==> config.mk <==
export PLATFORM = sky130hd
export DESIGN_NAME = cross_bar_nxm_flat
export DESIGN_NICKNAME = d
export VERILOG_FILES = /design/src/rtl/xbar_pkg.sv /design/src/rtl/cross_bar_nxm_if.sv /design/src/rtl/xbar_slave_port.sv /design/src/rtl/cross_bar_nxm.sv /design/src/flat_wrapper.sv
export SDC_FILE = /design/constraint.sdc
export NUM_CORES = 1
export LEC_CHECK = 0
export CORE_AREA = 2 2 312 314
export DETAILED_ROUTE_END_ITERATION = 7
export DIE_AREA = 0 0 314 316
export SLEW_MARGIN = 20
export SYNTH_ARGS = -nofsm -noshare
export SYNTH_HDL_FRONTEND = slang
export SYNTH_SLANG_ARGS = --single-unit
==> constraint.sdc <==
create_clock -name clk -period 2.53 [get_ports clk]
set_input_delay 0.3795 -clock clk [delete_from_list [all_inputs] [get_ports clk]]
set_output_delay 0.3795 -clock clk [all_outputs]
set_load 0.005 [all_outputs]
==> src/rtl/xbar_pkg.sv <==
// rtl/xbar_pkg.sv - shared types, helper function and default sizes for cross_bar_nxm
//
// Purpose : slave-port FSM state type, a clog2 that never returns 0, and index widths
//           for the default 4x4 configuration.
// Ports   : none (package)
package xbar_pkg;

   typedef enum logic [1:0] {
      IDLE = 2'd0,
      ADDR = 2'd1,
      RESP = 2'd2
   } slv_state_t;

   // Index width for a vector of n entries; a 1-entry index still needs one bit.
   function automatic int clog2_min1(input int n);
      return (n <= 2) ? 1 : $clog2(n);
   endfunction

   localparam int DEF_N_MASTERS = 4;
   localparam int DEF_N_SLAVES  = 4;
   localparam int MST_IDX_W     = clog2_min1(DEF_N_MASTERS);
   localparam int SLV_IDX_W     = clog2_min1(DEF_N_SLAVES);

endpackage

==> src/rtl/cross_bar_nxm_if.sv <==
// rtl/cross_bar_nxm_if.sv - master-side and slave-side bus bundle of the N x M crossbar
//
// Purpose : groups every per-master and per-slave signal as flat vectors.
// Modports: slave  - the crossbar's view (takes master requests, drives slave requests)
//           master - the environment's view (bus masters and slave devices)
// Signals : m_req/m_addr/m_cmd/m_wdata -> m_ack/m_resp/m_rdata/m_err
//           s_req/s_addr/s_cmd/s_wdata -> s_ack/s_resp/s_rdata
interface cross_bar_nxm_if #(
   parameter int N_MASTERS = 4,
   parameter int N_SLAVES  = 4,
   parameter int ADDR_W    = 32,
   parameter int DATA_W    = 32
);
   logic [N_MASTERS-1:0]        m_req;
   logic [N_MASTERS*ADDR_W-1:0] m_addr;
   logic [N_MASTERS-1:0]        m_cmd;
   logic [N_MASTERS*DATA_W-1:0] m_wdata;
   logic [N_MASTERS-1:0]        m_ack;
   logic [N_MASTERS-1:0]        m_resp;
   logic [N_MASTERS*DATA_W-1:0] m_rdata;
   logic [N_MASTERS-1:0]        m_err;

   logic [N_SLAVES-1:0]         s_req;
   logic [N_SLAVES*ADDR_W-1:0]  s_addr;
   logic [N_SLAVES-1:0]         s_cmd;
   logic [N_SLAVES*DATA_W-1:0]  s_wdata;
   logic [N_SLAVES-1:0]         s_ack;
   logic [N_SLAVES-1:0]         s_resp;
   logic [N_SLAVES*DATA_W-1:0]  s_rdata;

   modport slave (
      input  m_req, m_addr, m_cmd, m_wdata, s_ack, s_resp, s_rdata,
      output m_ack, m_resp, m_rdata, m_err, s_req, s_addr, s_cmd, s_wdata
   );

   modport master (
      output m_req, m_addr, m_cmd, m_wdata, s_ack, s_resp, s_rdata,
      input  m_ack, m_resp, m_rdata, m_err, s_req, s_addr, s_cmd, s_wdata
   );
endinterface

==> src/rtl/xbar_slave_port.sv <==
// rtl/xbar_slave_port.sv - one slave port: address filter, round-robin arbiter, lock FSM
//
// Purpose : picks one master whose address decodes to SLV_ID, holds the grant through
//           the address and read-response phases, and reports ack/resp per master.
// Inputs  : clk, rst, m_req/m_addr/m_cmd/m_wdata (all masters), s_ack/s_resp/s_rdata
// Outputs : s_req/s_addr/s_cmd/s_wdata, ack_vec/resp_vec (one-hot on owner),
//           rdata (zero unless a response fires), err
// Option  : XBAR_RESP_TIMEOUT_EN adds a response watchdog of TIMEOUT_CYCLES.
module xbar_slave_port
   import xbar_pkg::*;
#(
   parameter int N_MASTERS      = 4,
   parameter int N_SLAVES       = 4,
   parameter int ADDR_W         = 32,
   parameter int DATA_W         = 32,
   parameter int TIMEOUT_CYCLES = 256,
   parameter int SLV_ID         = 0
) (
   input  logic                        clk,
   input  logic                        rst,
   input  logic [N_MASTERS-1:0]        m_req,
   input  logic [N_MASTERS*ADDR_W-1:0] m_addr,
   input  logic [N_MASTERS-1:0]        m_cmd,
   input  logic [N_MASTERS*DATA_W-1:0] m_wdata,
   output logic                        s_req,
   output logic [ADDR_W-1:0]           s_addr,
   output logic                        s_cmd,
   output logic [DATA_W-1:0]           s_wdata,
   input  logic                        s_ack,
   input  logic                        s_resp,
   input  logic [DATA_W-1:0]           s_rdata,
   output logic [N_MASTERS-1:0]        ack_vec,
   output logic [N_MASTERS-1:0]        resp_vec,
   output logic [DATA_W-1:0]           rdata,
   output logic                        err
);

   localparam int MW = clog2_min1(N_MASTERS);
   localparam int SW = $clog2(N_SLAVES);

   slv_state_t             state;
   logic [MW-1:0]          grant;
   logic [MW-1:0]          ptr;
   logic [MW-1:0]          pick;
   logic [MW-1:0]          idx;
   logic [N_MASTERS-1:0]   hit;
   logic [N_MASTERS-1:0]   gnt_oh;
   logic [ADDR_W-1:0]      addr_a  [N_MASTERS];
   logic [DATA_W-1:0]      wdata_a [N_MASTERS];
   logic                   g_req, g_cmd, in_addr, ack_fire, resp_fire, timeout_fire;

   always_comb begin
      hit = '0;
      for (int m = 0; m < N_MASTERS; m++) begin
         addr_a[m]  = m_addr[m*ADDR_W +: ADDR_W];
         wdata_a[m] = m_wdata[m*DATA_W +: DATA_W];
         hit[m]     = m_req[m] && (m_addr[m*ADDR_W+ADDR_W-1 -: SW] == SW'(SLV_ID));
      end
   end

   // Scan from the farthest candidate down to ptr+1 so the nearest requester wins.
   always_comb begin
      pick = '0;
      idx  = '0;
      for (int i = N_MASTERS; i >= 1; i--) begin
         idx = MW'((int'(ptr) + i) % N_MASTERS);
         if (hit[idx]) pick = idx;
      end
   end

   assign g_req    = m_req[grant];
   assign g_cmd    = m_cmd[grant];
   assign gnt_oh   = N_MASTERS'(1) << grant;
   assign in_addr  = (state == ADDR) && g_req;
   assign s_req    = in_addr;
   assign s_cmd    = in_addr && g_cmd;
   assign s_addr   = in_addr ? addr_a[grant]  : '0;
   assign s_wdata  = in_addr ? wdata_a[grant] : '0;
   assign ack_fire = in_addr && s_ack;

   // A zero-wait read completes in the ack cycle; otherwise the response comes in RESP.
   assign resp_fire = (ack_fire && !g_cmd && s_resp) || ((state == RESP) && s_resp) || timeout_fire;

   assign ack_vec  = ack_fire  ? gnt_oh : '0;
   assign resp_vec = resp_fire ? gnt_oh : '0;
   assign rdata    = (resp_fire && !timeout_fire) ? s_rdata : '0;
   assign err      = timeout_fire;

`ifdef XBAR_RESP_TIMEOUT_EN
   localparam int CW = clog2_min1(TIMEOUT_CYCLES);
   logic [CW-1:0] cnt;

   // Held at zero outside RESP, so it starts from zero on every entry into RESP.
   always_ff @(posedge clk) begin
      if (rst || state != RESP) cnt <= '0;
      else                      cnt <= cnt + CW'(1);
   end

   assign timeout_fire = (state == RESP) && !s_resp && (cnt == CW'(TIMEOUT_CYCLES - 1));
`else
   logic unused_timeout;
   assign unused_timeout = (TIMEOUT_CYCLES != 0);
   assign timeout_fire   = 1'b0;
`endif

   always_ff @(posedge clk) begin
      if (rst) begin
         state <= IDLE;
         grant <= '0;
         ptr   <= '0;
      end else begin
         case (state)
            IDLE: begin
               if (|hit) begin
                  grant <= pick;
                  state <= ADDR;
               end
            end
            ADDR: begin
               if (!g_req) begin
                  state <= IDLE;             // abandoned request: fairness pointer untouched
               end else if (s_ack) begin
                  if (g_cmd || s_resp) begin
                     state <= IDLE;
                     ptr   <= grant;
                  end else begin
                     state <= RESP;
                  end
               end
            end
            RESP: begin
               if (resp_fire) begin
                  state <= IDLE;
                  ptr   <= grant;
               end
            end
            default: state <= IDLE;
         endcase
      end
   end

endmodule

==> src/rtl/cross_bar_nxm.sv <==
// rtl/cross_bar_nxm.sv - parametrised N-master x M-slave crossbar with locked grants
//
// Purpose : decodes the top address bits to a slave, arbitrates each slave port
//           round-robin, and routes ack/read responses back to the owning master.
// Ports   : clk, rst (synchronous, active high), bus (cross_bar_nxm_if.slave)
// Option  : define XBAR_RESP_TIMEOUT_EN to enable the per-slave response watchdog
//           (TIMEOUT_CYCLES); otherwise m_err is constant 0.
module cross_bar_nxm
   import xbar_pkg::*;
#(
   parameter int N_MASTERS      = DEF_N_MASTERS,
   parameter int N_SLAVES       = DEF_N_SLAVES,
   parameter int ADDR_W         = 32,
   parameter int DATA_W         = 32,
   parameter int TIMEOUT_CYCLES = 256
) (
   input  logic            clk,
   input  logic            rst,
   cross_bar_nxm_if.slave  bus
);

   logic                 s_req_v   [N_SLAVES];
   logic [ADDR_W-1:0]    s_addr_v  [N_SLAVES];
   logic                 s_cmd_v   [N_SLAVES];
   logic [DATA_W-1:0]    s_wdata_v [N_SLAVES];
   logic [N_MASTERS-1:0] ack_v     [N_SLAVES];
   logic [N_MASTERS-1:0] resp_v    [N_SLAVES];
   logic [DATA_W-1:0]    rdata_v   [N_SLAVES];
   logic                 err_v     [N_SLAVES];

   logic [N_SLAVES-1:0]         s_req_f, s_cmd_f;
   logic [N_SLAVES*ADDR_W-1:0]  s_addr_f;
   logic [N_SLAVES*DATA_W-1:0]  s_wdata_f;
   logic [N_MASTERS-1:0]        m_ack_f, m_resp_f, m_err_f;
   logic [N_MASTERS*DATA_W-1:0] m_rdata_f;

   for (genvar s = 0; s < N_SLAVES; s++) begin : g_port
      xbar_slave_port #(
         .N_MASTERS      (N_MASTERS),
         .N_SLAVES       (N_SLAVES),
         .ADDR_W         (ADDR_W),
         .DATA_W         (DATA_W),
         .TIMEOUT_CYCLES (TIMEOUT_CYCLES),
         .SLV_ID         (s)
      ) u_port (
         .clk      (clk),
         .rst      (rst),
         .m_req    (bus.m_req),
         .m_addr   (bus.m_addr),
         .m_cmd    (bus.m_cmd),
         .m_wdata  (bus.m_wdata),
         .s_req    (s_req_v[s]),
         .s_addr   (s_addr_v[s]),
         .s_cmd    (s_cmd_v[s]),
         .s_wdata  (s_wdata_v[s]),
         .s_ack    (bus.s_ack[s]),
         .s_resp   (bus.s_resp[s]),
         .s_rdata  (bus.s_rdata[s*DATA_W +: DATA_W]),
         .ack_vec  (ack_v[s]),
         .resp_vec (resp_v[s]),
         .rdata    (rdata_v[s]),
         .err      (err_v[s])
      );
   end

   // A master is owned by at most one slave port, so a plain OR acts as the return mux.
   always_comb begin
      s_req_f   = '0;
      s_cmd_f   = '0;
      s_addr_f  = '0;
      s_wdata_f = '0;
      m_ack_f   = '0;
      m_resp_f  = '0;
      m_err_f   = '0;
      m_rdata_f = '0;
      for (int s = 0; s < N_SLAVES; s++) begin
         s_req_f[s]                      = s_req_v[s];
         s_cmd_f[s]                      = s_cmd_v[s];
         s_addr_f[s*ADDR_W +: ADDR_W]    = s_addr_v[s];
         s_wdata_f[s*DATA_W +: DATA_W]   = s_wdata_v[s];
         m_ack_f                         = m_ack_f  | ack_v[s];
         m_resp_f                        = m_resp_f | resp_v[s];
         m_err_f                         = m_err_f  | (err_v[s] ? resp_v[s] : '0);
         for (int m = 0; m < N_MASTERS; m++) begin
            if (resp_v[s][m])
               m_rdata_f[m*DATA_W +: DATA_W] = m_rdata_f[m*DATA_W +: DATA_W] | rdata_v[s];
         end
      end
   end

   assign bus.s_req   = s_req_f;
   assign bus.s_cmd   = s_cmd_f;
   assign bus.s_addr  = s_addr_f;
   assign bus.s_wdata = s_wdata_f;
   assign bus.m_ack   = m_ack_f;
   assign bus.m_resp  = m_resp_f;
   assign bus.m_err   = m_err_f;
   assign bus.m_rdata = m_rdata_f;

endmodule

==> src/flat_wrapper.sv <==
// flat-port wrapper written by rule: the top's interface ports become plain ports
module cross_bar_nxm_flat import xbar_pkg::*;
#(
   parameter int N_MASTERS      = DEF_N_MASTERS,
   parameter int N_SLAVES       = DEF_N_SLAVES,
   parameter int ADDR_W         = 32,
   parameter int DATA_W         = 32,
   parameter int TIMEOUT_CYCLES = 256
)
  (clk, rst, bus_m_req, bus_m_addr, bus_m_cmd, bus_m_wdata, bus_s_ack, bus_s_resp, bus_s_rdata, bus_m_ack, bus_m_resp, bus_m_rdata, bus_m_err, bus_s_req, bus_s_addr, bus_s_cmd, bus_s_wdata);
  cross_bar_nxm_if #(.N_MASTERS(N_MASTERS), .N_SLAVES(N_SLAVES), .ADDR_W(ADDR_W), .DATA_W(DATA_W)) bus_i ();
  input  logic clk;
  input  logic rst;
  input wire logic [$bits(bus_i.m_req)-1:0] bus_m_req;
  input wire logic [$bits(bus_i.m_addr)-1:0] bus_m_addr;
  input wire logic [$bits(bus_i.m_cmd)-1:0] bus_m_cmd;
  input wire logic [$bits(bus_i.m_wdata)-1:0] bus_m_wdata;
  input wire logic [$bits(bus_i.s_ack)-1:0] bus_s_ack;
  input wire logic [$bits(bus_i.s_resp)-1:0] bus_s_resp;
  input wire logic [$bits(bus_i.s_rdata)-1:0] bus_s_rdata;
  output wire logic [$bits(bus_i.m_ack)-1:0] bus_m_ack;
  output wire logic [$bits(bus_i.m_resp)-1:0] bus_m_resp;
  output wire logic [$bits(bus_i.m_rdata)-1:0] bus_m_rdata;
  output wire logic [$bits(bus_i.m_err)-1:0] bus_m_err;
  output wire logic [$bits(bus_i.s_req)-1:0] bus_s_req;
  output wire logic [$bits(bus_i.s_addr)-1:0] bus_s_addr;
  output wire logic [$bits(bus_i.s_cmd)-1:0] bus_s_cmd;
  output wire logic [$bits(bus_i.s_wdata)-1:0] bus_s_wdata;
  assign bus_i.m_req = bus_m_req;
  assign bus_i.m_addr = bus_m_addr;
  assign bus_i.m_cmd = bus_m_cmd;
  assign bus_i.m_wdata = bus_m_wdata;
  assign bus_i.s_ack = bus_s_ack;
  assign bus_i.s_resp = bus_s_resp;
  assign bus_i.s_rdata = bus_s_rdata;
  assign bus_m_ack = bus_i.m_ack;
  assign bus_m_resp = bus_i.m_resp;
  assign bus_m_rdata = bus_i.m_rdata;
  assign bus_m_err = bus_i.m_err;
  assign bus_s_req = bus_i.s_req;
  assign bus_s_addr = bus_i.s_addr;
  assign bus_s_cmd = bus_i.s_cmd;
  assign bus_s_wdata = bus_i.s_wdata;
  cross_bar_nxm #(.N_MASTERS(N_MASTERS), .N_SLAVES(N_SLAVES), .ADDR_W(ADDR_W), .DATA_W(DATA_W), .TIMEOUT_CYCLES(TIMEOUT_CYCLES)) u_core (.clk(clk), .rst(rst), .bus(bus_i));
endmodule
== Word-level counts from Yosys, hierarchy flattened ==
Index checks and enable logic that the tools add are counted.
Word-level totals
  flip-flop bits (word level): 24
  bits of input ports: 402
Cells by class
  add/sub/neg operators: 16
  $lt $le $gt $ge: 24
  equal/unequal tests: 44
  shift-type cells: 4
  multiplexer cells: 168
  bitwise logic cells: 22
  reductions and logical operators: 80
Operator list (number)
  $mux 32: 44
  $bmux 32 s2: 8
  $or 32x32->32: 12
  $mux 2: 52
  $lt 2x3->1 const B: 20
  $bmux 1 s2: 24
  $logic_and 1x1->1: 40
  $mux 4: 8
  $ne 2x2->1 const B: 16
  $eq 2x2->1 const B: 12
  $mux 1: 24
  $or 4x4->4: 6
  $pmux 2 s3: 4
  $reduce_and 5->1: 4
  $add 2x1->2 const B: 8
  $add 2x2->2 const B: 8
  $eq 2x1->1 const B: 8
  $logic_not 2->1: 8
  $pmux 2 s2: 4
  $reduce_or 4->1: 4
  $shl 1x2->4 const A: 4
  $ge 3x3->1 const B: 4
  $ne 3x3->1 const B: 4
  $not 2->3: 4
  6 further kinds: 28

== Longest topological paths before layout ==
  word-level depth: 15
  gate-level depth with buffers: 8

== By module ==
A second synthesis with hierarchy kept.
Unflattened totals
  cells, all modules: 1484
  area, all modules: 13969.6 um^2
Modules (own cells, without submodules)
  xbar_slave_port (u_core.g_port[1].u_port ...): instances 2, cells an instance 254, area an instance 2772.7 um^2, sequential area each 120.1 um^2
  cross_bar_nxm: instances 1, cells an instance 468, area an instance 2897.8 um^2, sequential area each 0.0 um^2
  xbar_slave_port (u_core.g_port[0].u_port): instances 1, cells an instance 255, area an instance 2777.7 um^2, sequential area each 120.1 um^2
  xbar_slave_port (u_core.g_port[3].u_port): instances 1, cells an instance 253, area an instance 2748.9 um^2, sequential area each 120.1 um^2

== Least setup slack after synthesis ==
Ideal clock, no wire load.
  path kind: in2out
  start point: in bus_m_cmd[1]
  end point: out bus_m_rdata[22]
  data arrival time: 2.031 ns
  path slack: 0.120 ns
  cell stages on the path: 7
  cell sequence: clkbuf_1 > mux4_2 > nor3b_2 > o21ai_4 > nor3_2 > buf_6 > a221o_1
Between the ends
  longest elaborated chain between the ends: 14
  elaborated cells on any way between the ends: 39
  those cells by class: 20 x mux; 3 x bitwise; 16 x reduce/logical
RTL lines
  start, declared: line flat_wrapper.sv:16  | input wire logic [$bits(bus_i.m_cmd)-1:0] bus_m_cmd;
  $bmux 1 s2: line xbar_slave_port.sv:72  | assign g_cmd = m_cmd[grant];
  $mux 1 (implied by the code): line xbar_slave_port.sv:72
  $logic_not 1->1: line xbar_slave_port.sv:82  | assign resp_fire = (ack_fire && !g_cmd && s_resp) || ((state == RESP) && s_resp) || timeout_fire;
  $logic_and 1x1->1 (2 in a row): line xbar_slave_port.sv:82
  $logic_or 1x1->1: line xbar_slave_port.sv:82
  $mux 32 / $mux 4 (equally long branches): line xbar_slave_port.sv:86, xbar_slave_port.sv:85
  $mux 32: line cross_bar_nxm.sv:85  | if (resp_v[s][m])
  $or 32x32->32: line cross_bar_nxm.sv:86  | m_rdata_f[m*DATA_W +: DATA_W] = m_rdata_f[m*DATA_W +: DATA_W] | rdata_v[s];
  $mux 32: line cross_bar_nxm.sv:85
  $or 32x32->32: line cross_bar_nxm.sv:86
  $mux 32: line cross_bar_nxm.sv:85
  $or 32x32->32: line cross_bar_nxm.sv:86
  $mux 32 (*): line cross_bar_nxm.sv:85
  end, declared: line flat_wrapper.sv:23  | output wire logic [$bits(bus_i.m_rdata)-1:0] bus_m_rdata;
Every way passes the cells marked *; elsewhere a longest branch is shown, timed or not. The select of a mux whose other input is x is not followed.

== Worst setup path in the final report ==
  start point: reg u_core.g_port[2].u_port.grant[0]
  end point: out bus_m_rdata[82]
Between the ends
  longest elaborated chain between the ends: 12
  elaborated cells on any way between the ends: 17
  those cells by class: 1 x shift; 8 x mux; 2 x bitwise; 6 x reduce/logical
RTL lines
  start, declared: line xbar_slave_port.sv:42  | logic [MW-1:0] grant;
  start signal, assigned: line xbar_slave_port.sv:115  | grant <= pick;
  $bmux 1 s2: line xbar_slave_port.sv:71  | assign g_req = m_req[grant];
  $mux 1 (implied by the code): line xbar_slave_port.sv:71
  $logic_and 1x1->1: line xbar_slave_port.sv:74  | assign in_addr = (state == ADDR) && g_req;
  $logic_and 1x1->1: line xbar_slave_port.sv:79  | assign ack_fire = in_addr && s_ack;
  $logic_and 1x1->1 (2 in a row): line xbar_slave_port.sv:82
  $logic_or 1x1->1: line xbar_slave_port.sv:82
  $mux 32: line xbar_slave_port.sv:86  | assign rdata = (resp_fire && !timeout_fire) ? s_rdata : '0;
  $or 32x32->32: line cross_bar_nxm.sv:86
  $mux 32 (*): line cross_bar_nxm.sv:85
  $or 32x32->32: line cross_bar_nxm.sv:86
  $mux 32 (*): line cross_bar_nxm.sv:85
Marked as above.

==> flow_summary.ini <==
[clock_tree]
clock_latency_ns = 0.26
h-tree-depth = 1
cts_hold_buffers = 0
clockRootBuffer = clkbuf_16
cts.sinks = 24
clk_pin_slew_ns = 0.06
cts_max_path_buffers = 2
cts_inserted_buffers = 3
cts_tree = done

[timing]
rsz0062_at_grt = yes
worst_pin_slew_ns = 0.6925
max_freq_mhz = 326.7
hold_viol_final = 0
period_share_pct = 121.0
skew_ns = 0.001232
layout_min_cycle_time_ns = 3.061
slew_headroom_pct = 53.69
setup_ws_ns = -0.5306
slew_violations = 0
setup_violations = 307

[placement]
dp_hpwl_um = 77540
preCtsSetupSlack_ns = -1.323
gp_congestion = 0.9735
port_buffers = 801

[drt]
route.antenna.remaining_nets = 0
drc = 0
drt_iter0_drc = 1626
vias = 18460
top_layer = met5
totalWireLength_um = 109700
wl_met1_um = 41340
drtPass1Iterations = 5
route.met2.wl_um = 53250
drt-vias-per-instance = 4.950
dr_wl_met3_um = 11350
wl_per_cell_um = 29.42

[floorplanning]
core_area_um2 = 95990
die_w_um = 314
start_util_pct = 13.50
rows = 114
pin_count = 806
design.die.area_um2 = 99220
die_y_um = 316

[synthesis]
synthArstFlopShare_pct = 0
syn-cell-area_um2 = 12960
synth_edf_count = 0
synthCells = 1332
synth.avg_cell_area_um2 = 9.732
ys_types = 61
ys_seq_area_share_pct = 3.707
ys.flop_type = dfxtp_1
synth_seq_cells = 24
yosysWarnings = 0

[cells_and_area]
drive_above_1_share_pct = 42.92
final_cell_mix = clkdlybuf4s50_1 (390), buf_4 (289), mux4_2 (262), dlymetal6s2s_1 (194), nor2b_1 (183)
nNetsFinal = 2848
syn2layout_area_growth_pct = 112.3
mostFrequentLayoutCell = clkdlybuf4s50_1
final_core_util_pct = 28.67

[run_status]
status = finished, violations left
violations = setup timing

[worst_setup_path]
critPathArrivalTime_ns = 2.68
crit_buf_inv = 6
cpPeakStageDelay_ns = 0.51
path_cells = buf_6 > mux4_2 > nor3b_4 > o21ai_4 > buf_6 > nor2_4 > buf_12 > buf_12 > buf_8 > a221o_1 > clkbuf_2
crit_type = reg2out
worstPathMaxFanout = 5
critPathTopFamily = buffers and inverters
crit_path_end_kind = primary output
start_kind = flop
slowest_stage = mux4_2
cp.required_ns = 2.15

[global_route]
antenna_found_initial = 14
overflow = 0
grtUsageTotal_pct = 18.80
grt_pass1_vias = 17440
grt_max_degree = 55
grt_pass1_wl_um = 135500

[worst_hold_path]
hp-class = in2reg

[pwr]
ir_worst_vdd_mv = 0.2266
powerDensity_nw_per_um2 = 212.1
leakage_nw = 13.53

[run]
max_cap_violations = 0
-- kinds of logic (layout without fill, tap and decap cells) --
kind of cell,Yosys count,count (layout),synth area share [%]
compound gates,343,343,20.88
buf+inv,193,1302,6.438
flops,24,24,3.707
mux,281,281,47.04
other cells,1,14,0.02893
simple gates,490,490,21.91
-- flip-flops by register name, summed over array words and instances, names as in the netlist --
name / cells
u_core.g_port.u_port.ptr: 8
u_core.g_port.u_port.state: 8
u_core.g_port.u_port.grant: 8
-- worst paths after layout --
kind	startpoint	end	slack, ns	depth (start not counted)
max reg2reg	u_core.g_port[1].u_port.grant[1]	u_core.g_port[1].u_port.state[0]	0.37	9
max	u_core.g_port[2].u_port.grant[0]	bus_m_rdata[82]	-0.53	11
min reg2reg	u_core.g_port[0].u_port.ptr[1]	u_core.g_port[0].u_port.ptr[1]	0.52	2
min	bus_s_ack[1]	u_core.g_port[1].u_port.state[0]	0.49	3
-- worst register-to-register path, cell delays in order, from the launching register on --
cell and delay, ns:
dfxtp_4 0.37, or3b_4 0.41, buf_6 0.12, o22a_4 0.22
buf_12 0.14, buf_12 0.12, clkbuf_16 0.19, buf_4 0.18
o21a_1 0.17, nor3_1 0.15
-- through the flow --
step,total power [mW],setup TNS [ns],cells,hold slack [ns],area (um^2)
2_1_floorplan,2.364,0,1335,0.4719,12970
3_3_place_gp,4.739,-244.11,3486,0.4967,24520
3_5_place_dp,4.735,-246.64,3486,0.5041,24520
4_1_cts,5.207,-171.31,3546,0.5199,25060
5_1_grt,6.109,-96.31,3720,0.5220,27500
6_report,5.838,-77.89,3730,0.4923,27530
-- where the power goes --
| group | switching [mW] | total, mW | internal, mW |
|---|---|---|---|
| Combinational | 2.15 | 5.06 | 2.91 |
| Clock | 0.140 | 0.349 | 0.209 |
| Sequential | 0.0279 | 0.425 | 0.397 |
-- timing repair --
action                     4_1_cts  5_1_grt
pin swaps                       68       95
buffers inserted                53      155
resized for setup              420      627
gates cloned                     5       26
setup endpoints to repair      399      399
-- cell usage after synthesis, drive strengths merged, types with 4 or more instances --
master / instances / area, um^2
mux4: 262 / 5901
nor2b: 200 / 1251
o22ai: 132 / 825.8
a221o: 129 / 1291
clkbuf: 107 / 401.6
and2: 99 / 619.3
nand2: 88 / 330.3
buf: 71 / 376.6
nor2: 30 / 120.1
dfxtp: 24 / 480.5
a21oi: 18 / 90.09
nand2b: 16 / 100.1
o21ai: 16 / 91.34
inv: 15 / 56.30
mux2i: 14 / 140.1
nand3b: 11 / 82.58
nor3: 9 / 50.05
nor3b: 8 / 70.06
and3b: 7 / 61.31
nand3: 7 / 35.03
a211oi: 5 / 42.54
mux2: 5 / 56.30
o31ai: 5 / 37.54
o21a: 4 / 30.03
-- metal layers --
layer	vias to the layer above	track usage, %
met5	-	0
met4	12	4.665
met3	188	5.529
met2	1284	32.76
met1	9227	22.59
li1	7752	-
-- final cells by class --
cell class                      count  area, um^2
Antenna cell                       10       25.02
Clock buffer                        3       75.07
Fill cell                       10080       68470
Inverter                           15       56.30
Multi-Input combinational cell   1118       12050
Sequential cell                    24       511.7
Tap cell                         1276        1597
Timing Repair Buffer             1284       13220
Power figures use the tool's default switching activity.
